`config.mk`:
```
export PLATFORM = sky130hd
export DESIGN_NAME = ifetch_iq
export DESIGN_NICKNAME = d
export VERILOG_FILES = /design/src/rtl/ifetch_iq.sv
export SDC_FILE = /design/constraint.sdc
export NUM_CORES = 1
export LEC_CHECK = 0
export CAP_MARGIN = 40
export CORE_MARGIN = 3
export CORE_UTILIZATION = 50
export CTS_CLUSTER_SIZE = 20
export DETAILED_ROUTE_END_ITERATION = 8
export MAX_ROUTING_LAYER = met4
export PLACE_DENSITY = 0.81
export REMOVE_ABC_BUFFERS = 1
export SLEW_MARGIN = 10
export SYNTH_ARGS = -nofsm -noshare
export SYNTH_HDL_FRONTEND = slang
export SYNTH_SLANG_ARGS = --single-unit
```
`constraint.sdc`:
```
create_clock -name clk -period 3.1 [get_ports clk]
set_input_delay 0.62 -clock clk [delete_from_list [all_inputs] [get_ports clk]]
set_output_delay 0.62 -clock clk [all_outputs]
set_load 0.02 [all_outputs]
```
`src/rtl/ifetch_iq.sv`:
```
// Instruction fetch unit with a circular instruction queue toward the decoder.
// Redirects at fetch on JAL and backward branches; stalls on JALR until a flush.
module ifetch_iq #(
    parameter int unsigned ADDR_WIDTH = 32,
    parameter int unsigned INST_WIDTH = 32,
    parameter int unsigned IQ_DEPTH   = 4,
    parameter logic [ADDR_WIDTH-1:0] RESET_PC = '0,
    parameter bit          BTFN_EN    = 1'b1
) (
    input  logic                  clk,
    input  logic                  rst_in,
    input  logic                  rdy_in,
    input  logic                  cache_rdy,
    input  logic [INST_WIDTH-1:0] inst_in,
    output logic [ADDR_WIDTH-1:0] next_PC,
    output logic                  next_inst,
    output logic                  if2dec,
    input  logic                  dec_ready,
    output logic [INST_WIDTH-1:0] inst_out,
    output logic [ADDR_WIDTH-1:0] pc_out,
    output logic                  pred_taken,
    input  logic                  decFlush,
    input  logic [ADDR_WIDTH-1:0] dec2if,
    input  logic                  robFlush,
    input  logic [ADDR_WIDTH-1:0] rob2if
);

    localparam int unsigned PtrW = $clog2(IQ_DEPTH);
    localparam int unsigned CntW = PtrW + 1;

    localparam logic [6:0] OpJal  = 7'b1101111;
    localparam logic [6:0] OpB    = 7'b1100011;
    localparam logic [6:0] OpJalr = 7'b1100111;

    typedef enum logic {StRun, StStall} mode_e;

    mode_e                 mode_q, mode_d;
    logic [ADDR_WIDTH-1:0] pc_q, pc_d;
    logic [PtrW-1:0]       head_q, head_d, tail_q, tail_d;
    logic [CntW-1:0]       count_q, count_d;

    logic [INST_WIDTH-1:0] inst_mem [IQ_DEPTH];
    logic [ADDR_WIDTH-1:0] pc_mem   [IQ_DEPTH];
    logic                  pred_mem [IQ_DEPTH];

    logic                  flush, push, pop;
    logic                  push_pred;
    logic [ADDR_WIDTH-1:0] imm_j, imm_b, seq_pc;

    assign next_PC   = pc_q;
    assign next_inst = (mode_q == StRun) && (count_q < CntW'(IQ_DEPTH));
    assign if2dec    = (count_q != '0);

    assign inst_out   = if2dec ? inst_mem[head_q] : '0;
    assign pc_out     = if2dec ? pc_mem[head_q]   : '0;
    assign pred_taken = if2dec ? pred_mem[head_q] : 1'b0;

    assign flush = rdy_in && (robFlush || decFlush);
    assign push  = rdy_in && next_inst && cache_rdy && !flush;
    assign pop   = rdy_in && if2dec && dec_ready && !flush;

    assign imm_j  = {{(ADDR_WIDTH-21){inst_in[31]}}, inst_in[31], inst_in[19:12], inst_in[20],
                     inst_in[30:21], 1'b0};
    assign imm_b  = {{(ADDR_WIDTH-13){inst_in[31]}}, inst_in[31], inst_in[7], inst_in[30:25],
                     inst_in[11:8], 1'b0};
    assign seq_pc = pc_q + ADDR_WIDTH'(4);

    // Static prediction: JAL always, B-type only when the offset is backward.
    always_comb begin
        push_pred = 1'b0;
        if (inst_in[6:0] == OpJal) begin
            push_pred = 1'b1;
        end else if (inst_in[6:0] == OpB && BTFN_EN && inst_in[31]) begin
            push_pred = 1'b1;
        end
    end

    always_comb begin
        pc_d    = pc_q;
        mode_d  = mode_q;
        head_d  = head_q;
        tail_d  = tail_q;
        count_d = count_q;
        if (flush) begin
            pc_d    = robFlush ? rob2if : dec2if;
            mode_d  = StRun;
            head_d  = '0;
            tail_d  = '0;
            count_d = '0;
        end else begin
            if (push) begin
                tail_d = tail_q + PtrW'(1);
                if (inst_in[6:0] == OpJal) begin
                    pc_d = pc_q + imm_j;
                end else if (push_pred) begin
                    pc_d = pc_q + imm_b;
                end else begin
                    pc_d = seq_pc;
                end
                if (inst_in[6:0] == OpJalr) begin
                    mode_d = StStall;
                end
            end
            if (pop) begin
                head_d = head_q + PtrW'(1);
            end
            if (push && !pop) begin
                count_d = count_q + CntW'(1);
            end else if (pop && !push) begin
                count_d = count_q - CntW'(1);
            end
        end
    end

    always_ff @(posedge clk or posedge rst_in) begin
        if (rst_in) begin
            pc_q    <= RESET_PC;
            mode_q  <= StRun;
            head_q  <= '0;
            tail_q  <= '0;
            count_q <= '0;
        end else begin
            pc_q    <= pc_d;
            mode_q  <= mode_d;
            head_q  <= head_d;
            tail_q  <= tail_d;
            count_q <= count_d;
        end
    end

    // Payload storage needs no reset: outputs are masked while the queue is empty.
    always_ff @(posedge clk) begin
        if (push) begin
            inst_mem[tail_q] <= inst_in;
            pc_mem[tail_q]   <= pc_q;
            pred_mem[tail_q] <= push_pred;
        end
    end

endmodule

```
==> impl_metrics.env, run 1 <==
export IMPL_clock_skew_ps=15.7
export IMPL_numCtsBuffers=31
export IMPL_slowest_stage="dfrtp_4"
export IMPL_ys_seq_area_share_pct=55.7
export IMPL_io_pins=202
export IMPL_cp_start_kind="register"
export IMPL_cap_violations=0
export IMPL_io_buffers=201
export IMPL_synthArstFlopShare_pct=13.3
export IMPL_die_y_um=184
export IMPL_synth_area_leaders="edfxtp_1 (49%), mux4_2 (9.3%), dfrtp_1 (6.3%), ha_1 (3.8%), and2_1 (2.8%)"
export IMPL_ys_flop_type="edfxtp_1"
export IMPL_power_density_mw_per_mm2=566
export IMPL_antenna_left=0
export IMPL_r2r_setup_slack_ps=160
export IMPL_slew_viol_final=0
export IMPL_worst_pin_slew_ps=643
export IMPL_gp_congestion=0.941
export IMPL_cts_root_buf="clkbuf_16"
export IMPL_reg2reg_to="next_PC[27]"
export IMPL_yosysWarningCount=0
export IMPL_min_period_ps=3040
export IMPL_hold_class="primary input to register"
export IMPL_finalSetupViolations=0
export IMPL_slew_headroom_pct=57.2
export IMPL_drc=0
export IMPL_postSynthCellCount=1220
export IMPL_fin_nets=1810
export IMPL_gr_total_overflow=0
export IMPL_crit_fanout=10
export IMPL_clk_pin_slew_ps=70
export IMPL_grt_usage_pct=29.3
export IMPL_synth_edf_count=260
export IMPL_crit_end="pc_out[10]"
export IMPL_timing_final_hold_violations=0
export IMPL_r2r_cells=12
export IMPL_dieWidth_um=184
export IMPL_ys_seq_elements=300
export IMPL_final_area_mm2=0.0213
export IMPL_cpPeakStageDelay_ps=510
export IMPL_syn_area_mm2=0.0158
export IMPL_synth_largest_area_cell="edfxtp_1"
export IMPL_drt_iter0_drc=1159
export IMPL_clock_fmax_ghz=0.329
export IMPL_vdd_ir_drop_max_v=0.000499
export IMPL_reg2reg_from="next_PC[1]"
export IMPL_arrival_ps=2420
export IMPL_clock_path_buffers=3
export IMPL_syn_to_final_growth_pct=35.0
export IMPL_core_region_area_mm2=0.0309
export IMPL_rsz0062_at_grt="false"
export IMPL_cts_htree_levels=1
export IMPL_grt_pass1_vias=12686
export IMPL_crit_required_ps=2480
export IMPL_netlist_area_leader_share_pct=49.4
export IMPL_wl_per_cell_um=23.2
export IMPL_grt_pass1_wl_um=73600
export IMPL_drive_gt1_share_pct=25.6
export IMPL_grt_max_degree=69
export IMPL_cts_num_sinks=300
export IMPL_tritoncts="yes"
export IMPL_dp_hpwl_um=33800
export IMPL_syn_area_per_cell_um2=13.0
export IMPL_start_util_pct=51.2
export IMPL_crit_chain="buf_12, buf_12, buf_12, buf_4, mux4_2, and2_1, clkbuf_2"
export IMPL_synth_cell_types=75
export IMPL_critPathKind="register to primary output"
export IMPL_firstDrtPassIters=8
export IMPL_outcome="completed"
export IMPL_p_leak_uw=0.00827
export IMPL_vias_per_cell=6.01
export IMPL_insertion_delay_ps=570
export IMPL_place_area_mm2=0.0203
export IMPL_vias=12497
export IMPL_crit_top_cell="buf_12"
export IMPL_hold_slack_ps=382
export IMPL_rows=64
export IMPL_cp_end_kind="primary output"
export IMPL_die_area_mm2=0.0338
export IMPL_wl_um=48300
export IMPL_fin_crit_sh_pct=98.0
export IMPL_crit_start="head_q[0]"
export IMPL_antenna_found_initial=1
==> stage by stage <==
step           setup WS (ps)  cells  utilization [%]  setup TNS [ps]  power [µW]
2_1_floorplan          -1030   1157                -         -192280        6560
3_3_place_gp            -592   2012             65.6           -8310        8380
3_5_place_dp            -749   2012             65.6          -10300        8430
4_1_cts                 3.98   2073             68.9               0       12100
5_1_grt                0.903   2078             69.1               0       12600
6_report                62.8   2078             69.1               0       12100
==> critical path: cells and delay by family, from the launching register on <==
family        cells  cell delay [ps]
buf+inv           5              750
flops             1              510
mux               1              400
simple gates      1              170
==> cell usage after synthesis (26+ instances only) <==
| library cell | count |
|---|---|
| xnor2_1 | 26 |
| ha_1 | 48 |
| dfrtp_1 | 40 |
| nand2_1 | 72 |
| o21ai_0 | 41 |
| edfxtp_1 | 260 |
| and2_1 | 72 |
| clkbuf_1 | 46 |
| xor2_1 | 26 |
| a21oi_1 | 76 |
| nand3_1 | 27 |
| nor2_1 | 80 |
| mux2i_1 | 36 |
| mux4_2 | 65 |
==> sequential cells by signal (all words and copies together) (netlist names) <==
| name | cells |
|---|---|
| inst_mem | 128 |
| count_q | 3 |
| pred_mem | 4 |
| head_q | 2 |
| next_PC | 32 |
| tail_q | 2 |
| pc_mem | 128 |
| mode_q | 1 |
==> power breakdown <==
group          switching, µW  internal (µW)
sequential               122           4560
clock                   1570           2160
combinational           1960           1700
total                   3660           8420
==> cells in the final DEF, fill, tap and decap left out, types with 7 or more instances in the layout <==
master / n
edfxtp_1: 260
buf_4: 244
clkdlybuf4s50_1: 130
nor2_1: 79
a21oi_1: 75
nand2_1: 72
and2_1: 72
mux4_2: 65
ha_1: 46
o21ai_0: 39
dfrtp_1: 38
mux2i_1: 36
dlygate4sd2_1: 32
clkbuf_16: 31
nand3_1: 27
xor2_1: 26
xnor2_1: 26
inv_1: 24
a21o_1: 23
clkdlybuf4s15_1: 21
o221ai_1: 18
buf_12: 18
nand4_1: 16
and3_1: 16
nor3_1: 15
clkbuf_2: 13
a31oi_1: 12
nand2b_1: 10
o22ai_1: 9
o211ai_1: 8
clkinv_2: 8
or3_1: 7
o21bai_1: 7
and4_1: 7
nor2b_1: 7
==> cell type report <==
| cell class | count | area, µm² |
|---|---|---|
| Timing Repair Buffer | 466 | 4180 |
| Tap cell | 396 | 495 |
| Clock inverter | 19 | 185 |
| Antenna cell | 1 | 2.50 |
| Inverter | 26 | 97.6 |
| Sequential cell | 300 | 8810 |
| Clock buffer | 39 | 836 |
| Multi-Input combinational cell | 831 | 6740 |
| Fill cell | 2227 | 9560 |
==> worst min path at each step <==
stage,startpoint,to,slack (ps),cells after the start
floorplan,count_q[1],count_q[1],500,2
CTS,inst_in[8],inst_mem[1][8],490,1
finish,inst_in[27],inst_mem[2][27],380,1
global placement,count_q[1],count_q[1],510,2
detailed placement,tail_q[1],tail_q[1],550,1
global route,inst_in[27],inst_mem[1][27],370,1
==> routing by layer <==
| layer | routed length, µm | global-route usage [%] |
|---|---|---|
| met4 | 1720 | 9.50 |
| met2 | 22600 | 46.0 |
| met5 | 0 | - |
| met3 | 3740 | 5.20 |
| met1 | 20300 | 39.1 |
==> cell families after synthesis <==
family / Yosys count / share of synthesized area (%)
AOI/OAI and AO/OA: 265 / 11.3
muxes: 107 / 12.0
and+or+nand+nor: 356 / 11.8
buffers and inverters: 89 / 2.18
xor gates and xnor gates: 52 / 2.88
adders and majority gates: 51 / 4.18
DFF: 300 / 55.7
==> timing repair <==
action	CTS	global route
pin swaps	1	3
setup endpoints to repair	70	49
buffers inserted	2	4
gates resized for setup	77	53
hold buffers	0	0
cloned	1	0
(Power assumes the default switching activity.)
==> run 2, diff against run 1 <==
--- a/config.mk
+++ b/config.mk
@@ -7,11 +7,13 @@
 export LEC_CHECK = 0
 export CAP_MARGIN = 40
 export CORE_MARGIN = 3
-export CORE_UTILIZATION = 50
+export CORE_UTILIZATION = 55
+export CTS_CLUSTER_DIAMETER = 80
 export CTS_CLUSTER_SIZE = 20
 export DETAILED_ROUTE_END_ITERATION = 8
+export DONT_BUFFER_PORTS = 1
 export MAX_ROUTING_LAYER = met4
-export PLACE_DENSITY = 0.81
+export PLACE_DENSITY = 0.78
 export REMOVE_ABC_BUFFERS = 1
 export SLEW_MARGIN = 10
 export SYNTH_ARGS = -nofsm -noshare
==> run 2 against run 1 <==
  * Clock-buffer cell count is 8 lower
  * Cell area is 17% lower
  * Clock skew is 6.3 ps higher
  * Via count is 11% lower
  * Maximum frequency is 1.2% higher
  * First-iteration DRC count stayed put
  * Critical endpoint is now next_PC[25]
  * Largest power group unchanged
==> impl_metrics.env, run 2 (synthesis gave the netlist of run 1 again) <==
export IMPL_fin_crit_sh_pct=96.9
export IMPL_core_region_area_mm2=0.0281
export IMPL_critPathKind="register to register"
export IMPL_cts_num_sinks=300
export IMPL_antenna_found_initial=1
export IMPL_cp_end_kind="register"
export IMPL_finalSetupViolations=0
export IMPL_dp_hpwl_um=30900
export IMPL_slew_headroom_pct=54.4
export IMPL_cp_start_kind="register"
export IMPL_insertion_delay_ps=530
export IMPL_grt_pass1_vias=11268
export IMPL_clock_skew_ps=22.0
export IMPL_arrival_ps=3420
export IMPL_numCtsBuffers=20
export IMPL_fin_ws_ps=97.5
export IMPL_die_area_mm2=0.0308
export IMPL_die_y_um=176
export IMPL_slowest_stage="dfrtp_1"
export IMPL_dieWidth_um=176
export IMPL_slew_viol_final=0
export IMPL_gp_congestion=0.986
export IMPL_power_uw=10100
export IMPL_vias_per_cell=6.55
export IMPL_crit_required_ps=3510
export IMPL_layout_commonest_cell="edfxtp_1"
export IMPL_start_util_pct=56.3
export IMPL_final_cell_mix="edfxtp_1 (260), buf_4 (110), nor2_1 (79)"
export IMPL_fin_nets=1452
export IMPL_critPathBufInv=1
export IMPL_vdd_ir_drop_max_v=0.000404
export IMPL_postLayoutCoreUtil_pct=63.1
export IMPL_grt_pass1_wl_um=66700
export IMPL_gr_total_overflow=0
export IMPL_n_antenna_cell=0
export IMPL_drt_iter0_drc=1159
export IMPL_cts_htree_levels=1
export IMPL_vias=11073
export IMPL_power_density_mw_per_mm2=569
export IMPL_wl_um=43700
export IMPL_drive_gt1_share_pct=18.4
export IMPL_clock_path_buffers=3
export IMPL_firstDrtPassIters=5
export IMPL_hold_class="primary input to async pin"
export IMPL_io_pins=202
export IMPL_clock_fmax_ghz=0.333
export IMPL_io_buffers=0
export IMPL_tritoncts="yes"
export IMPL_p_leak_uw=0.00634
export IMPL_worst_pin_slew_ps=683
export IMPL_critical_path_top_delay_family="compound AO/OA/AOI/OAI gates"
export IMPL_drc=0
export IMPL_crit_chain="inv_1, fa_1, nand2b_1, a21oi_1, o21bai_1, a21oi_2, a211oi_2, a211oi_1, mux2i_1, a211o_1"
export IMPL_cap_violations=0
export IMPL_cpPeakStageDelay_ps=470
export IMPL_min_period_ps=3000
export IMPL_grt_max_degree=66
export IMPL_place_ws_ps=-58.7
export IMPL_cts_root_buf="clkbuf_16"
export IMPL_wl_per_cell_um=25.9
export IMPL_timing_final_hold_violations=0
export IMPL_rows=61
export IMPL_crit_fanout=7
export IMPL_syn_to_final_growth_pct=12.1
export IMPL_outcome="completed"
export IMPL_grt_usage_pct=28.9
export IMPL_clk_pin_slew_ps=80
export IMPL_cts_hold_buf=0
export IMPL_fillers=2156
export IMPL_antenna_left=0
run 2: cell count changes in the layout (fill, tap and decap cells not counted), sizes merged, moves of 11 or more:
cell	change
clkinv	-11
clkbuf	-20
clkdlybuf4s15	-21
buf	-147
clkdlybuf4s50	-130
dlygate4sd2	-32
run 2: worst reg2reg max path: stages (launching register included):
cell and delay, ps:
dfrtp_1 470, inv_1 150, fa_1 450, nand2b_1 180, a21oi_1 280, o21bai_1 150, a21oi_2 280, a211oi_2 160
a211oi_1 360, mux2i_1 130, a211o_1 290
run 2: final cells by class:
class,count,area (µm²),area share (%)
Sequential cell,300,8820,49.7
Multi-Input combinational cell,831,6720,37.9
Timing Repair Buffer,119,1010,5.70
Clock buffer,31,563,3.18
Tap cell,378,473,2.67
Inverter,26,97.6,0.550
Clock inverter,5,51.3,0.289
run 2: power by group:
group | internal [µW] | total (µW) | switching (µW)
registers | 4560 | 4670 | 113
clock network | 1290 | 2670 | 1370
logic | 1030 | 2760 | 1730
total | 6880 | 10100 | 3210
run 2: per-stage QoR:
step           hold slack (ps)  cell area, µm²  instances  setup TNS [ps]
2_1_floorplan              496           15600       1157         -192280
3_3_place_gp               513           17100       1653               0
3_5_place_dp               541           17100       1653            -101
4_1_cts                    146           17700       1689               0
5_1_grt                    163           17700       1690           -34.4
6_report                   159           17700       1690               0
run 2: repair_timing:
action / 4_1_cts / 5_1_grt
setup buffers: 0 / 1
hold endpoints to repair: 0 / 0
gates resized for setup: 0 / 3
setup endpoints to repair: 0 / 7
run 2: worst paths after layout:
path | start | end | slack [ps] | cells past startpoint
setup / recovery | next_PC[2] | next_PC[25] | 100 | 10
hold / removal | rst_in | next_PC[30] | 160 | 2
setup reg to reg | next_PC[2] | next_PC[25] | 100 | 10
hold reg to reg | tail_q[1] | tail_q[1] | 580 | 1
max in group asynchronous | rst_in | head_q[1] | 2440 | 2
min in group clk | inst_in[22] | inst_mem[1][22] | 190 | 0
run 2: routing by layer:
metal / wire [µm] / GRT usage [%] / vias up
met2: 20800 / 45.5 / 511
met4: 1230 / 7.59 / 0
met1: 18300 / 39.8 / 5573
met5: 0 / - / -
met3: 3330 / 4.93 / 78
li1: - / - / 4911
==> run 3, diff against run 2 <==
--- a/config.mk
+++ b/config.mk
@@ -12,6 +12,7 @@
 export CTS_CLUSTER_SIZE = 20
 export DETAILED_ROUTE_END_ITERATION = 8
 export DONT_BUFFER_PORTS = 1
+export GPL_TIMING_DRIVEN = 0
 export MAX_ROUTING_LAYER = met4
 export PLACE_DENSITY = 0.78
 export REMOVE_ABC_BUFFERS = 1
==> run 3 against run 2 <==
  * First-iteration DRC count rose by 16%
  * Flip-flop and latch count unchanged
  * Total power fell by 3.9%
  * Utilization decreased by 0.93 points
  * Global-route usage decreased by 2.1 points
  * Clock-buffer cell count is the same
  * Die area unchanged
  * Critical endpoint is now next_PC[27]
==> impl_metrics.env, run 3 (synthesis gave the netlist of run 1 again) <==
export IMPL_syn_to_final_growth_pct=10.5
export IMPL_antenna_found_initial=0
export IMPL_rsz0062_at_grt="true"
export IMPL_fin_crit_sh_pct=99.2
export IMPL_grt_usage_pct=26.9
export IMPL_crit_fanout=22
export IMPL_antenna_left=0
export IMPL_start_util_pct=56.3
export IMPL_clock_path_buffers=3
export IMPL_dieWidth_um=176
export IMPL_wl_per_cell_um=25.6
export IMPL_slew_viol_final=0
export IMPL_io_pins=202
export IMPL_drt_iter0_drc=1341
export IMPL_multi_input_area_mm2=0.00701
export IMPL_r2r_cells=11
export IMPL_slew_headroom_pct=36.6
export IMPL_grt_pass1_wl_um=62500
export IMPL_grt_max_degree=54
export IMPL_drive_gt1_share_pct=16.4
export IMPL_numCtsBuffers=18
export IMPL_dr_wl_met2_um=19200
export IMPL_crit_required_ps=3530
export IMPL_timing_final_hold_violations=0
export IMPL_firstDrtPassIters=8
export IMPL_clock_fmax_ghz=0.325
export IMPL_final_cells=1607
export IMPL_p_leak_uw=0.00598
export IMPL_drt_met1_wl_um=17500
export IMPL_fin_nets=1371
export IMPL_fillers=2207
export IMPL_cts_htree_levels=1
export IMPL_hold_class="primary input to register"
export IMPL_arrival_ps=3500
export IMPL_dp_cells=1552
export IMPL_outcome="completed"
export IMPL_routed_wl_met3_um=3520
export IMPL_layout_commonest_cell="edfxtp_1"
export IMPL_vias_per_cell=6.64
export IMPL_final_cell_mix="edfxtp_1 (260), nor2_1 (79), and2_1 (73)"
export IMPL_vdd_ir_drop_max_v=0.000413
export IMPL_vias=10674
export IMPL_hold_depth=0
export IMPL_tritoncts="yes"
export IMPL_rows=61
export IMPL_io_buffers=0
export IMPL_seq_area_mm2=0.00884
export IMPL_worst_pin_slew_ps=952
export IMPL_hold_slack_ps=185
export IMPL_die_area_mm2=0.0308
export IMPL_insertion_delay_ps=530
export IMPL_gr_total_overflow=0
export IMPL_cts_num_sinks=300
export IMPL_cts_root_buf="clkbuf_16"
export IMPL_grt_pass1_vias=10484
export IMPL_wl_um=41200
export IMPL_clk_pin_slew_ps=80
export IMPL_power_density_mw_per_mm2=555
export IMPL_topRoutingLayerUsed="met4"
export IMPL_cp_end_kind="register"
export IMPL_cp_start_kind="primary input"
export IMPL_clock_skew_ps=29.5
export IMPL_core_region_area_mm2=0.0281
export IMPL_min_period_ps=3080
export IMPL_cap_violations=0
export IMPL_gp_congestion=0.947
export IMPL_die_y_um=176
export IMPL_dp_hpwl_um=27400
export IMPL_drc=0
export IMPL_n_antenna_cell=0
export IMPL_finalSetupViolations=0
export IMPL_critPathKind="primary input to register"
==> run 3: layout make-up <==
class	instances	share of cell area, %
inverter	26	0.573
timing repair buffer	40	3.04
tap	378	2.71
clock inverter	1	0.0931
sequential	300	50.6
clock buffer	31	2.86
multi-input combinational	831	40.1
==> run 3: power breakdown <==
group	switching, µW	leakage, µW	total (µW)	internal (µW)
sequential	356	0.00283	4920	4560
combinational	1480	0.00291	2410	931
clock	1260	0.000244	2370	1110
total	3100	0.00598	9700	6600
==> run 3: through the flow <==
stage	cell area (µm²)	setup slack, ps	util [%]	total power, µW	setup TNS, ps
final	17500	24.5	62.2	9700	0
after global routing	17500	-62.6	62.2	10100	-119
after CTS	17200	-9.76	61.1	9610	-9.76
after detailed placement	16400	-901	58.5	7170	-12260
after global placement	16000	-2280	57.1	7100	-778420
after floorplan	15600	-1030	-	6560	-192280
==> run 3: path summary, 6_finish.rpt <==
path | slack (ps) | start | end
max | 20 | inst_in[1] | next_PC[27]
min | 190 | inst_in[24] | inst_mem[0][24]
max reg2reg | 110 | next_PC[1] | next_PC[27]
min reg2reg | 580 | tail_q[1] | tail_q[1]
max in group asynchronous | 2050 | rst_in | next_PC[9]
min in group asynchronous | 530 | rst_in | next_PC[1]
==> run 3: metal layers <==
layer	vias up	global-route usage, %
met1	5353	38.0
met2	503	41.3
li1	4747	-
met4	0	6.24
met5	-	-
met3	71	4.86
==> run 3: worst max-delay path, cell delays in order <==
cell and delay [ps]:
nand4_1 280, nor3_2 730, buf_4 320, nor2_1 220
inv_4 390, a31oi_1 130, and3_1 190, or4_1 470
nand3_1 140
==> run 3: what timing repair did <==
item / 4_1_cts / 5_1_grt
endpoints found under the setup margin: 56 / 15
endpoints found under the hold margin: 14 / 0
resized for setup: 36 / 40
buffers inserted: 6 / 16
pin swaps: 2 / 12
hold buffers: 1 / 0
